===== src/rtl/adc_frame_serializer.sv =====
// Frame serializer: hold_reg buffers the next frame, shift_reg sends MSB-first; define ADC_FRAME_SERIALIZER_PARITY_EN to append an even-parity bit.
// Latency: tx_start two cycles after accept when idle; frame_ready stays low while hold_reg is full.
`timescale 1ns/1ps
module adc_frame_serializer #(
    parameter int FRAME_BITS = 1024,
    parameter int CNT_W      = 11,
    parameter int BIT_PERIOD = 1,
    parameter int DIV_W      = 8
) (
    input  logic                  clk,
    input  logic                  rst,
    input  logic                  frame_valid,
    output logic                  frame_ready,
    input  logic [FRAME_BITS-1:0] frame_din,
    output logic                  tx_start,
    output logic                  tx_bit,
    output logic                  tx_bit_valid,
    output logic                  pkt_done,
    output logic                  busy
);
    typedef enum logic [1:0] {IDLE, START, SHIFT, DONE} state_t;

    localparam logic [DIV_W-1:0] DIV_LAST = DIV_W'(BIT_PERIOD - 1);
    localparam logic [CNT_W-1:0] CNT_LAST = CNT_W'(FRAME_BITS - 1);

    state_t                state;
    logic [FRAME_BITS-1:0] hold_reg;
    logic [FRAME_BITS-1:0] shift_reg;
    logic                  hold_full;
    logic [CNT_W-1:0]      bit_cnt;
    logic [DIV_W-1:0]      div_cnt;
    logic                  strobe;
    logic                  accept;

    assign frame_ready = ~hold_full & ~rst;
    assign accept      = frame_valid & frame_ready;
    assign strobe      = (state == SHIFT) && (div_cnt == DIV_LAST);

`ifdef ADC_FRAME_SERIALIZER_PARITY_EN
    localparam logic [CNT_W-1:0] CNT_PAR = CNT_W'(FRAME_BITS);
    logic par_acc;

    always_ff @(posedge clk) begin
        if (rst) begin
            par_acc <= 1'b0;
        end else if (state == START) begin
            par_acc <= 1'b0;
        end else if (strobe) begin
            par_acc <= par_acc ^ shift_reg[FRAME_BITS-1];
        end
    end
`endif

    always_ff @(posedge clk) begin
        if (rst) begin
            state     <= IDLE;
            hold_reg  <= '0;
            shift_reg <= '0;
            hold_full <= 1'b0;
            bit_cnt   <= '0;
            div_cnt   <= '0;
        end else begin
            if (accept) begin
                hold_reg  <= frame_din;
                hold_full <= 1'b1;
            end
            case (state)
                IDLE: begin
                    if (hold_full) state <= START;
                end
                START: begin
                    shift_reg <= hold_reg;
                    hold_full <= 1'b0;
                    bit_cnt   <= '0;
                    div_cnt   <= '0;
                    state     <= SHIFT;
                end
                SHIFT: begin
                    if (strobe) begin
                        div_cnt   <= '0;
                        shift_reg <= {shift_reg[FRAME_BITS-2:0], 1'b0};
`ifdef ADC_FRAME_SERIALIZER_PARITY_EN
                        if (bit_cnt == CNT_PAR) begin
                            state <= DONE;
                        end else begin
                            bit_cnt <= bit_cnt + CNT_W'(1);
                            // After the last data bit the parity bit takes the MSB slot so tx_bit shows it
                            if (bit_cnt == CNT_LAST)
                                shift_reg <= {par_acc ^ shift_reg[FRAME_BITS-1], {(FRAME_BITS-1){1'b0}}};
                        end
`else
                        bit_cnt <= bit_cnt + CNT_W'(1);
                        if (bit_cnt == CNT_LAST) state <= DONE;
`endif
                    end else begin
                        div_cnt <= div_cnt + DIV_W'(1);
                    end
                end
                DONE: begin
                    state <= hold_full ? START : IDLE;
                end
                default: state <= IDLE;
            endcase
        end
    end

    // Outputs are forced low during the reset cycle itself, before the registers clear
    assign tx_start     = ~rst & (state == START);
    assign tx_bit       = ~rst & shift_reg[FRAME_BITS-1];
    assign tx_bit_valid = ~rst & strobe;
    assign pkt_done     = ~rst & (state == DONE);
    assign busy         = ~rst & (state != IDLE);

endmodule


===== config.mk =====
export PLATFORM = sky130hd
export DESIGN_NAME = adc_frame_serializer
export DESIGN_NICKNAME = d
export VERILOG_FILES = /design/src/rtl/adc_frame_serializer.sv
export SDC_FILE = /design/constraint.sdc
export NUM_CORES = 2
export LEC_CHECK = 0
export ABC_AREA = 1
export ABC_CLOCK_PERIOD_IN_PS = 1900
export BUFFER_PORTS_ARGS = -buffer_cell sky130_fd_sc_hd__clkbuf_2
export CAP_MARGIN = 25
export CELL_PAD_IN_SITES_DETAIL_PLACEMENT = 1
export CELL_PAD_IN_SITES_GLOBAL_PLACEMENT = 2
export CORE_MARGIN = 4
export CORE_UTILIZATION = 29
export CTS_CLUSTER_DIAMETER = 80
export DETAILED_ROUTE_END_ITERATION = 10
export GPL_TIMING_DRIVEN = 0
export PLACE_DENSITY_LB_ADDON = 0.1
export SKIP_LAST_GASP = 1
export SLEW_MARGIN = 20
export SYNTH_ARGS = -nofsm -noshare
export SYNTH_HDL_FRONTEND = slang
export SYNTH_SLANG_ARGS = --single-unit

===== constraint.sdc =====
create_clock -name clk -period 1.9 [get_ports clk]
set_input_delay 0.38 -clock clk [delete_from_list [all_inputs] [get_ports clk]]
set_output_delay 0.38 -clock clk [all_outputs]
set_load 0.005 [all_outputs]

==> metrics.cfg <==
[floorplan]
core_area_um2=292100
initial_core_util_pct=29.22
dieArea_um2=303100
ios=1033
fp-row-count=198
die_y_um=550.5
die-width_um=550.5

[setup_path]
cp_common_cell=buf_12
critical_path_class=reg2out
cp.arrival_ns=2.19
cp-end-kind=output pin
crit_required_ns=1.52
crit_path_cell_trace=inv_4 -> ha_4 -> buf_12 -> clkinv_8 -> buf_12 -> clkbuf_16 -> nor3_4 -> buf_8
slowest_delay_ns=0.36
path_max_fanout=2
crit_path_start_kind=flop
cp_slowest_cell=dfxtp_4
reg2reg_setup_slack_ns=-0.63
ff2ff_path_depth=5

[drt]
drtIter0Drc=4785
routed_wl_um=363000
drt-pass1-iter-count=5
antenna_left=0
post_drt_wl_per_cell_um=19.16
vias=90060
viasPerCell=4.752
drc=0

[clock_tree]
cts.clk_slew.worst_paths_ns=0.06
clk-insertion-delay-late_ns=0.91
cts_tree=built
max-clock-path-buffers=4
numCtsBuffers=245
htreeDepth=4
numClockSinks=2070
ctsRootBufferMaster=clkbuf_16

[synthesis]
seq_area_frac_synth_pct=48.55
synthTopCellsByArea=dfxtp_1, nand2_1, nand3_1
synth_cell_types=26
synth_top_area_share_pct=48.55
synth_top_area_cell=dfxtp_1
ys_warn_count=0
avgSynthCellArea_um2=6.859
syn_area_um2=85360
synth_nets=13480
syn_inst=12440
synth-seq-cells=2070

[global_routing]
grt_pass1_vias=94290
grtUsageTotal_pct=22.80
overflow=0
grt_pass1_wl_um=550100
antenna_found_initial=55
grt_start_max_net_pins=17

[timing]
min_period_ns=2.569
worst_pin_slew_ns=1.080
max_slew_margin_pct=28.02
max_freq_mhz=389.3
fin_skew_ns=0.03251
rsz0062_at_grt=true
setup_viol=2072
fin_crit_sh_pct=135.2
setup_tns_ns=-840.33
whs_ns=0.2274
hold_violations=0
slew_viol_final=0
layout_setup_ws_ns=-0.6689

[status]
violations=setup timing
status=finished, violations left

[layout]
utilization_pct=39.82
synthToLayoutAreaGrowth_pct=36.26
drive_gt1_share_pct=14.66
layoutNonFillerInstCount=18950
nets=15850

[placement]
numPortBuffers=1031
place_inst=17380
gp_congestion=0.8191
hpwl_um=255400
dp_slack_ns=-1.589

[power]
vdd_drop_max_v=0.0007903
powerDensity_nw_per_um2=1330
p_leak_nw=48.22

[hold_path]
min_path_cells=4
worst_hold_path_type=in2reg

[flow_run]
cap_violations=0

path summary, 6_finish.rpt:
path	start	endpoint
worst max-delay path	state[0]$_SDFFE_PP0P_	tx_bit_valid
worst max register to register	hold_full$_SDFFE_PP0P_	hold_reg[520]$_SDFFE_PP0P_
worst min-delay path	frame_din[667]	hold_reg[667]$_SDFFE_PP0P_
worst min register to register	shift_reg[617]$_SDFFE_PP0P_	shift_reg[617]$_SDFFE_PP0P_
worst max-delay path, delay by kind of cell, from the launching register on:
family / cells / cell delay (ns)
simple gates: 1 / 0.13
fa+ha+maj: 1 / 0.13
flops: 1 / 0.36
buf+inv: 6 / 0.64
cells in the mapped netlist:
| master | n |
|---|---|
| clkbuf_1 | 490 |
| nand2_2 | 1 |
| buf_4 | 37 |
| nor2_1 | 38 |
| a21oi_1 | 1032 |
| nand3_1 | 1040 |
| buf_6 | 6 |
| xor2_1 | 3 |
| nor3_1 | 9 |
| inv_1 | 68 |
| o21bai_1 | 1 |
| nand4_1 | 6 |
| a211oi_1 | 1 |
| inv_2 | 4 |
| ha_1 | 8 |
| buf_2 | 485 |
| nand2_1 | 6059 |
| o21ai_0 | 1027 |
| o31ai_1 | 42 |
| nor2_2 | 2 |
| nand2_4 | 2 |
| dfxtp_1 | 2070 |
| mux2i_1 | 1 |
| nor3_2 | 1 |
| clkinv_1 | 1 |
| buf_1 | 10 |
what timing repair did:
item                                    in CTS  in global routing
endpoints found under the setup margin    2075               2075
hold buffers                              1025                  0
buffers inserted                             7                 44
hold endpoints to repair                  1025                  0
pin swaps                                    3                 15
gates cloned                                 0                 18
resized for setup                           97                496
power by group:
group	total (mW)	internal (mW)	switching (mW)
clock	48.9	29.0	19.9
combinational	53.7	18.2	35.4
sequential	52.1	49.1	3.06
total	155	96.3	58.4
routing by layer:
layer	wire, um	global-route usage (%)	share of wire [%]
met5	103	0	0.028
met4	14740	8.909	4.1
met3	15970	2.875	4.4
met2	163000	36.82	45
met1	169200	30.92	47
layout by cell type (no fill, tap or decap), types with 8 or more instances in the layout:
master | Yosys | layout
a21oi_1 | 1032 | 1015
a21oi_2 | 0 | 17
buf_12 | 0 | 25
buf_2 | 485 | 424
buf_4 | 37 | 71
buf_6 | 6 | 43
buf_8 | 0 | 29
bufinv_16 | 0 | 18
clkbuf_1 | 490 | 424
clkbuf_16 | 0 | 269
clkbuf_2 | 0 | 1111
clkbuf_4 | 0 | 24
clkbuf_8 | 0 | 66
clkinv_2 | 0 | 51
dfxtp_1 | 2070 | 2066
diode_2 | 0 | 34
dlygate4sd3_1 | 0 | 1025
inv_1 | 68 | 64
nand2_1 | 6059 | 6048
nand3_1 | 1040 | 1036
nor2_1 | 38 | 37
nor3_1 | 9 | 8
o21ai_0 | 1027 | 1027
o31ai_1 | 42 | 42
final cells by class:
| class | count | area, um2 |
|---|---|---|
| fillers | 36420 | 175800 |
| multi-input cells | 9273 | 39250 |
| inverters | 73 | 289.0 |
| clock inverters | 81 | 937.1 |
| repair buffers | 2128 | 16560 |
| flip-flops and latches | 2070 | 41450 |
| clock buffers | 366 | 7352 |
| diodes | 34 | 85.08 |
| well taps | 3900 | 4880 |
| plain buffers | 1027 | 5500 |
per-stage QoR:
stage / power (mW) / instance area, um2
after floorplan: 81.07 / 85360
after global placement: 97.55 / 95400
after detailed placement: 98.61 / 95440
after CTS: 150.8 / 114300
after global routing: 164.1 / 116300
final: 154.7 / 116300
kinds of logic after synthesis:
logic type | Yosys count | synth area share [%]
AOI/OAI and AO/OA | 2103 | 12.46
xor gates and xnor gates | 3 | 0.03079
adders and majority gates | 8 | 0.1173
buffers and inverters | 1101 | 5.768
DFF | 2070 | 48.55
muxes | 1 | 0.01173
and+or+nand+nor | 7158 | 33.07
(Power assumes the default switching activity.)
